## config.mk

```make
export PLATFORM = sky130hd
export DESIGN_NAME = sfi_rewrite_ctrl
export DESIGN_NICKNAME = d
export VERILOG_FILES = /design/src/rtl/sfi_rewrite_ctrl.sv
export SDC_FILE = /design/constraint.sdc
export NUM_CORES = 1
export LEC_CHECK = 0
export CAP_MARGIN = 20
export CORE_MARGIN = 8
export CORE_UTILIZATION = 35
export DETAILED_ROUTE_END_ITERATION = 16
export HOLD_SLACK_MARGIN = 0.03
export MAX_ROUTING_LAYER = met4
export PLACE_DENSITY_LB_ADDON = 0.15
export RECOVER_POWER = 50
export SYNTH_ARGS = -nofsm -noshare
export SYNTH_HDL_FRONTEND = slang
export SYNTH_SLANG_ARGS = --single-unit
```

## constraint.sdc

```tcl
create_clock -name clk -period 3.5 [get_ports clk]
set_clock_uncertainty 0.1 [all_clocks]
set_input_delay 0.7 -clock clk [delete_from_list [all_inputs] [get_ports clk]]
set_output_delay 0.7 -clock clk [all_outputs]
set_load 0.01 [all_outputs]
```

## src/rtl/sfi_rewrite_ctrl.sv

```systemverilog
// SFI store-sandboxing rewrite stage: masks store words with (and_mask, or_mask), passes others; 1-cycle latency.
// Backpressure: single output register; in_ready drops when the held word is not taken or outside RUN.
module sfi_rewrite_ctrl #(
    parameter int CNT_W = 32
) (
    input  logic             clk,
    input  logic             rst_n,
    input  logic             cfg_we,
    input  logic [1:0]       cfg_addr,
    input  logic [63:0]      cfg_wdata,
    input  logic             cfg_lock,
    input  logic             halt,
    input  logic             in_valid,
    output logic             in_ready,
    input  logic [63:0]      in_data,
    output logic             out_valid,
    input  logic             out_ready,
    output logic [63:0]      out_data,
    output logic             out_rewritten,
    output logic [CNT_W-1:0] store_count,
    output logic [CNT_W-1:0] pass_count,
    output logic [1:0]       state,
    output logic             cfg_err
);
    localparam logic [1:0] S_IDLE  = 2'd0;
    localparam logic [1:0] S_RUN   = 2'd1;
    localparam logic [1:0] S_DRAIN = 2'd2;
    localparam logic [CNT_W-1:0] CNT_ONE = {{(CNT_W-1){1'b0}}, 1'b1};

    logic [1:0]       r_state;
    logic [63:0]      r_and_mask;
    logic [63:0]      r_or_mask;
    logic             r_and_wr;
    logic             r_or_wr;
    logic             r_out_valid;
    logic [63:0]      r_out_data;
    logic             r_out_rewritten;
    logic [CNT_W-1:0] r_store_cnt;
    logic [CNT_W-1:0] r_pass_cnt;
    logic             r_cfg_err;

    logic        w_is_store;
    logic [63:0] w_rw_data;
    logic        w_in_hs;
    logic        w_idle;
    logic        w_clr;
    logic        w_wr_and;
    logic        w_wr_or;
    logic        w_flags_ok;
    logic        w_err_set;

    always_comb begin
        w_is_store = 1'b0;
        case (in_data[31:26])
            6'd40, 6'd41, 6'd42, 6'd43, 6'd44,
            6'd45, 6'd46, 6'd56, 6'd60, 6'd63: w_is_store = 1'b1;
            default:                           w_is_store = 1'b0;
        endcase
    end

    assign w_rw_data  = w_is_store ? ((in_data & r_and_mask) | r_or_mask) : in_data;
    assign in_ready   = (r_state == S_RUN) && (!r_out_valid || out_ready);
    assign w_in_hs    = in_valid && in_ready;
    assign w_idle     = (r_state == S_IDLE);
    assign w_clr      = cfg_we && (cfg_addr == 2'd2);
    assign w_wr_and   = cfg_we && w_idle && (cfg_addr == 2'd0);
    assign w_wr_or    = cfg_we && w_idle && (cfg_addr == 2'd1);
    // Lock qualification sees a mask write landing in the same cycle.
    assign w_flags_ok = (r_and_wr || w_wr_and) && (r_or_wr || w_wr_or);
    assign w_err_set  = (cfg_we && !w_idle && !w_clr) ||
                        (w_idle && cfg_lock && !w_flags_ok);

    always_ff @(posedge clk or negedge rst_n) begin
        if (!rst_n) begin
            r_state    <= S_IDLE;
            r_and_mask <= '0;
            r_or_mask  <= '0;
            r_and_wr   <= 1'b0;
            r_or_wr    <= 1'b0;
            r_cfg_err  <= 1'b0;
        end else begin
            if (w_wr_and) begin
                r_and_mask <= cfg_wdata;
                r_and_wr   <= 1'b1;
            end
            if (w_wr_or) begin
                r_or_mask <= cfg_wdata;
                r_or_wr   <= 1'b1;
            end
            if (w_clr)
                r_cfg_err <= 1'b0;
            else if (w_err_set)
                r_cfg_err <= 1'b1;
            case (r_state)
                S_IDLE:  if (cfg_lock && w_flags_ok) r_state <= S_RUN;
                S_RUN:   if (halt) r_state <= S_DRAIN;
                S_DRAIN: if (!r_out_valid) r_state <= S_IDLE;
                default: r_state <= S_IDLE;
            endcase
        end
    end

    always_ff @(posedge clk or negedge rst_n) begin
        if (!rst_n) begin
            r_out_valid     <= 1'b0;
            r_out_data      <= '0;
            r_out_rewritten <= 1'b0;
        end else if (w_in_hs) begin
            r_out_valid     <= 1'b1;
            r_out_data      <= w_rw_data;
            r_out_rewritten <= w_is_store;
        end else if (out_ready) begin
            r_out_valid <= 1'b0;
        end
    end

    // Clear takes priority over a same-cycle handshake: that word goes uncounted.
    always_ff @(posedge clk or negedge rst_n) begin
        if (!rst_n) begin
            r_store_cnt <= '0;
            r_pass_cnt  <= '0;
        end else if (w_clr) begin
            r_store_cnt <= '0;
            r_pass_cnt  <= '0;
        end else if (w_in_hs) begin
            if (w_is_store && (r_store_cnt != '1))
                r_store_cnt <= r_store_cnt + CNT_ONE;
            if (!w_is_store && (r_pass_cnt != '1))
                r_pass_cnt <= r_pass_cnt + CNT_ONE;
        end
    end

    assign out_valid     = r_out_valid;
    assign out_data      = r_out_data;
    assign out_rewritten = r_out_rewritten;
    assign store_count   = r_store_cnt;
    assign pass_count    = r_pass_cnt;
    assign state         = r_state;
    assign cfg_err       = r_cfg_err;
endmodule
```

Word-level counts from Yosys, hierarchy flattened. Cells that the tools add are included. W data, S select, Z words.

Input port bits: 137. Logic and storage cells: 84. Flip-flop bits (word level): 263.

Add/subtract/negate cells: 2. Eq/ne operators: 19. Bitwise operators: 2. Reductions and logical operators: 34. Muxes and demuxes: 16.

Operators with widths (number): $mux W32 (6); $add A32 B1 Y32 const B (2); $and A64 B64 Y64 (1); $mux W64 (1); $ne A32 B32 Y1 const B (2); $or A64 B64 Y64 (1); $eq A6 B6 Y1 const B (10); $logic_and A1 B1 Y1 (14); $reduce_bool A2 Y1 (5); $reduce_or A10 Y1 (1); $mux W2 (3); $pmux W2 S3 (1); $logic_not A1 Y1 (5); $mux W1 (5); $eq A2 B1 Y1 const B (2); $eq A2 B2 Y1 const B (2); $logic_not A2 Y1 (2); $logic_or A1 B1 Y1 (4); $ne A2 B2 Y1 const B (2); $reduce_and A2 Y1 (2); $reduce_and A3 Y1 (1); $ne A2 B1 Y1 const B (1).

Depth between registers and ports, before layout.
Depth in word-level cells: 10. Mapped depth: 8.

Worst setup path after synthesis. Ideal clock, no wire load.

Kind: input to register. Start point: input in_data[27]. End point: register r_store_cnt[28] (netlist: store_count[28]). Arrival time: 2254 ps. Required time: 3322 ps. Path slack: 1068 ps. Stages: 6. Buffers on the path: 1. Library setup time: 78 ps. Cell sequence: and3b_1 > o21ai_1 > nand4_1 > clkbuf_1 > or4_1 > a21oi_1.

Cells in the longest elaborated chain, start to end: 6.

RTL lines: start, declared (line 15) `input logic [63:0] in_data,`; $eq A6 B6 Y1 (line 54) `case (in_data[31:26])`; $reduce_or A10 Y1 (*) (line 54); $mux W1 (*) (line 54); $logic_and A1 B1 Y1 (*) (line 126) `if (w_is_store && (r_store_cnt != '1))`; $reduce_bool A2 Y1 (no source line) (*); $reduce_and A2 Y1 (no source line) (*); end signal, assigned (line 127) `r_store_cnt <= r_store_cnt + CNT_ONE;`; end, declared (line 38) `logic [CNT_W-1:0] r_store_cnt;`.

Mark *: on every way between the ends. The rest lies on a longest branch, timed or not. A chain may end at the register's enable or synchronous reset.

Worst setup path after layout.
Start point: register r_state[0] (netlist: state[0]). End point: output in_ready.

Cells in the longest elaborated chain, start to end: 2.

RTL lines: start, declared (line 30) `logic [1:0] r_state;`; start signal, assigned (line 75) `r_state <= S_IDLE;`; start signal, assigned (line 95) `S_IDLE: if (cfg_lock && w_flags_ok) r_state <= S_RUN;`; start signal, assigned (line 96) `S_RUN: if (halt) r_state <= S_DRAIN;`; $eq A2 B1 Y1 (line 62) `assign in_ready = (r_state == S_RUN) && (!r_out_valid || out_ready);`; $logic_and A1 B1 Y1 (line 62); end, declared (line 14) `output logic in_ready,`.

Every way passes these cells.

==> results.json <==
{
  "status": "complete, but fails checks",
  "violations": "max-capacitance violations, max-slew violations",
  "cp.required_ns": 2.70,
  "final_max_slew_viol_count": 91,
  "clkSlewWorstSetupHoldPaths_ns": 0.06,
  "remaining_max_slew_budget_at_the_tightest_pin_pct": -75.24,
  "power.ir.vdd_worst_uv": 445.1,
  "synthTopCellsByCount": "263 x dfrtp_1, 128 x mux2_2, 100 x nand2_1",
  "rrSetupSlack_ns": 0.95,
  "syn-num-nets": 1206,
  "worstSetupEndpointType": "output pin",
  "drt-pass1-iter-count": 4,
  "startpoint_type": "flip-flop",
  "syn_to_final_growth_pct": 35.96,
  "clk_latency_ns": 0.56,
  "ys.warnings.count": 0,
  "dr.first_iter.drc_count": 410,
  "yosysMostFrequentCell": "dfrtp_1",
  "post-route-period-util_pct": 81.96,
  "synth.top_cells.by_area": "dfrtp_1 56%, mux2_2 12%, a31oi_1 3.7%, o21ai_0 3.2%, nand2_1 3.2%",
  "routed_wire_length_per_instance_um": 19.50,
  "p_clk_share_pct": 27.6,
  "p_sw_w": 0.003104,
  "max_stage_delay_ns": 0.53,
  "tritoncts.num_buffers": 30,
  "die_w_um": 199.2,
  "ys_types": 50,
  "criticalPathCategory": "reg2out",
  "static-leakage-power_nw": 6.239,
  "floorplan.io_pins": 271,
  "grt_first_pass_wirelength_um": 54920,
  "flops_latches_synth": 263,
  "end_of_the_worst_register_to_register_path": "store_count[31]",
  "finalPower_w": 0.01081,
  "synth_edf_count": 0,
  "finalSetupTns_ns": 0,
  "port_buffers": 270,
  "fp.dieArea_um2": 39670,
  "final_net_count": 1468,
  "async_set_reset_flop_share_out_of_synthesis_pct": 100.0,
  "cts.sinks": 263,
  "reg2reg_depth": 5,
  "drcViolationCount": 0,
  "report.final.hold_viol_count": 0,
  "timing.critical_path.from": "state[0]",
  "sequential_fraction_of_the_synthesis_area_pct": 56.05,
  "ant_nets": 0,
  "antenna_found_initial": 4,
  "drt-total-wl_um": 35080,
  "cp.buffers_inverters": 1,
  "seq_power_share_pct": 44.9,
  "dr_total_vias": 9535,
  "power_switching_share_pct": 28.73,
  "cp-endpoint": "in_ready",
  "grt_overflow_total": 0,
  "first_global_vias": 9611,
  "netlist.top_cell.by_area": "dfrtp_1",
  "largest_net_degree_at_the_start_of_global_routing": 95,
  "hold_path.class": "reg2reg",
  "cts_hold_buf": 0,
  "timing.final.setup_violations": 0,
  "worstReg2RegStart": "state[0]",
  "clock_tree.htree_level_count": 1,
  "cap_violations": 1,
  "dp_hpwl_um": 24110,
  "cts.repair.resized": 0,
  "syn_area_um2": 11740,
  "critical_path_depth": 3,
  "core_area_um2": 33280,
  "maximum_frequency_from_static_timing_analysis_mhz": 348.6,
  "place_congestion": 0.8356,
  "viasPerCell": 5.300,
  "placement_rows": 67,
  "fraction_of_layout_instances_using_a_drive_strength_above_1_pct": 15.96,
  "postCtsSetupBuffers": 0,
  "critical_path.top_delay_family": "buffers and inverters",
  "nFillCells": 3149,
  "synth_flop_cell": "dfrtp_1",
  "netlist.area_leader.share_pct": 56.05,
  "root_buffer": "clkbuf_16",
  "crit_path_max_fanout": 8,
  "crit_slowest_cell": "clkdlybuf4s50_1",
  "grtUsageTotal_pct": 17.83,
  "cts_max_path_buffers": 3,
  "timing.critical_path.cells": "nor2b_1 > and2_1 > clkdlybuf4s50_1",
  "die_h_um": 199.2,
  "synthCells": 1067,
  "layout_min_cycle_time_ns": 2.869,
  "logic_pwr_share_pct": 27.5,
  "crit_arrival_ns": 2.07,
  "grt_setup_unrepaired": "false",
  "power.internal_w": 0.007701,
  "tritoncts": "yes",
  "worst_pin_slew_ns": 2.629,
  "avg_inst_size_synth_um2": 11.01,
  "p_per_area_nw_per_um2": 676.8,
  "start_util_pct": 35.28
}
==> kinds of logic (layout without fill, tap and decap cells) <==
family | after synthesis | count (layout) | share of synthesized area (%)
other cells | 0 | 4 | 0
flops | 263 | 263 | 56.05
simple gates | 327 | 327 | 14.31
fa+ha+maj | 2 | 2 | 0.2131
buf+inv | 72 | 352 | 2.547
compound gates | 271 | 271 | 14.27
mux | 132 | 132 | 12.62
==> through the flow <==
stage	hold WS (ns)	area (um^2)	cells	worst slack (ns)	utilization, %
6_report	0.3700	15970	1799	0.6313	47.97
5_1_grt	0.4052	15970	1799	0.2776	47.97
4_1_cts	0.1193	15970	1795	0.5921	48.00
3_5_place_dp	0.3603	15050	1745	0.2651	45.21
3_3_place_gp	0.3617	15050	1745	0.3052	45.21
2_1_floorplan	0.3044	11740	1067	1.068	-
==> final cells by class <==
type                            count  area, um^2  share of cell area (%)
Sequential cell                   263        6581                   41.22
Multi-Input combinational cell    732        4895                   30.66
Timing Repair Buffer              295        2964                   18.57
Clock buffer                       45       867.1                   5.431
Tap cell                          448       560.5                   3.511
Clock inverter                      5       61.31                  0.3840
Inverter                            7       26.28                  0.1646
Antenna cell                        4       10.01                 0.06270
==> how the worst min path moves through the flow <==
stage          cells past startpoint     start  slack [ns]             end
6_report                           1  r_and_wr        0.37        r_and_wr
5_1_grt                            1  r_and_wr        0.41        r_and_wr
4_1_cts                            1     rst_n        0.12  pass_count[29]
3_5_place_dp                       1  r_and_wr        0.36        r_and_wr
3_3_place_gp                       1  r_and_wr        0.36        r_and_wr
2_1_floorplan                      0     rst_n        0.30         cfg_err
==> cell usage in the layout (no fill, tap or decap), types with 13 or more instances in the layout <==
| master | netlist | routed |
|---|---|---|
| clkdlybuf4s50_1 | 0 | 268 |
| dfrtp_1 | 263 | 263 |
| mux2_2 | 128 | 128 |
| nand2_1 | 100 | 99 |
| o21ai_0 | 76 | 75 |
| nor2_1 | 75 | 74 |
| a31oi_1 | 69 | 69 |
| a21oi_1 | 46 | 46 |
| or4_1 | 39 | 39 |
| o31ai_1 | 38 | 38 |
| clkbuf_16 | 0 | 30 |
| nand3_1 | 23 | 22 |
| nand4_1 | 22 | 22 |
| buf_4 | 0 | 15 |
| and4_1 | 13 | 13 |
==> sequential cells by signal (all words and copies together) (netlist names) <==
| name | count |
|---|---|
| out_rewritten | 1 |
| out_valid | 1 |
| store_count | 32 |
| state | 2 |
| r_and_mask | 64 |
| r_or_wr | 1 |
| out_data | 64 |
| pass_count | 32 |
| cfg_err | 1 |
| r_and_wr | 1 |
| r_or_mask | 64 |
==> power groups by stage <==
stage          combinational (W)  clock, W  sequential [W]
2_1_floorplan            0.00143         0         0.00490
3_3_place_gp             0.00297         0         0.00487
5_1_grt                  0.00328   0.00320         0.00500
3_5_place_dp             0.00303         0         0.00489
6_report                 0.00297   0.00298         0.00485
4_1_cts                  0.00303   0.00308         0.00486
==> metal layers <==
layer	up-vias	GRT usage (%)	part of all wire (%)
met5	-	-	0
met4	0	3.514	1.7
li1	4533	-	-
met3	41	4.379	6.7
met1	4714	23.22	45
met2	247	28.11	47
(Power assumes the default switching activity.)
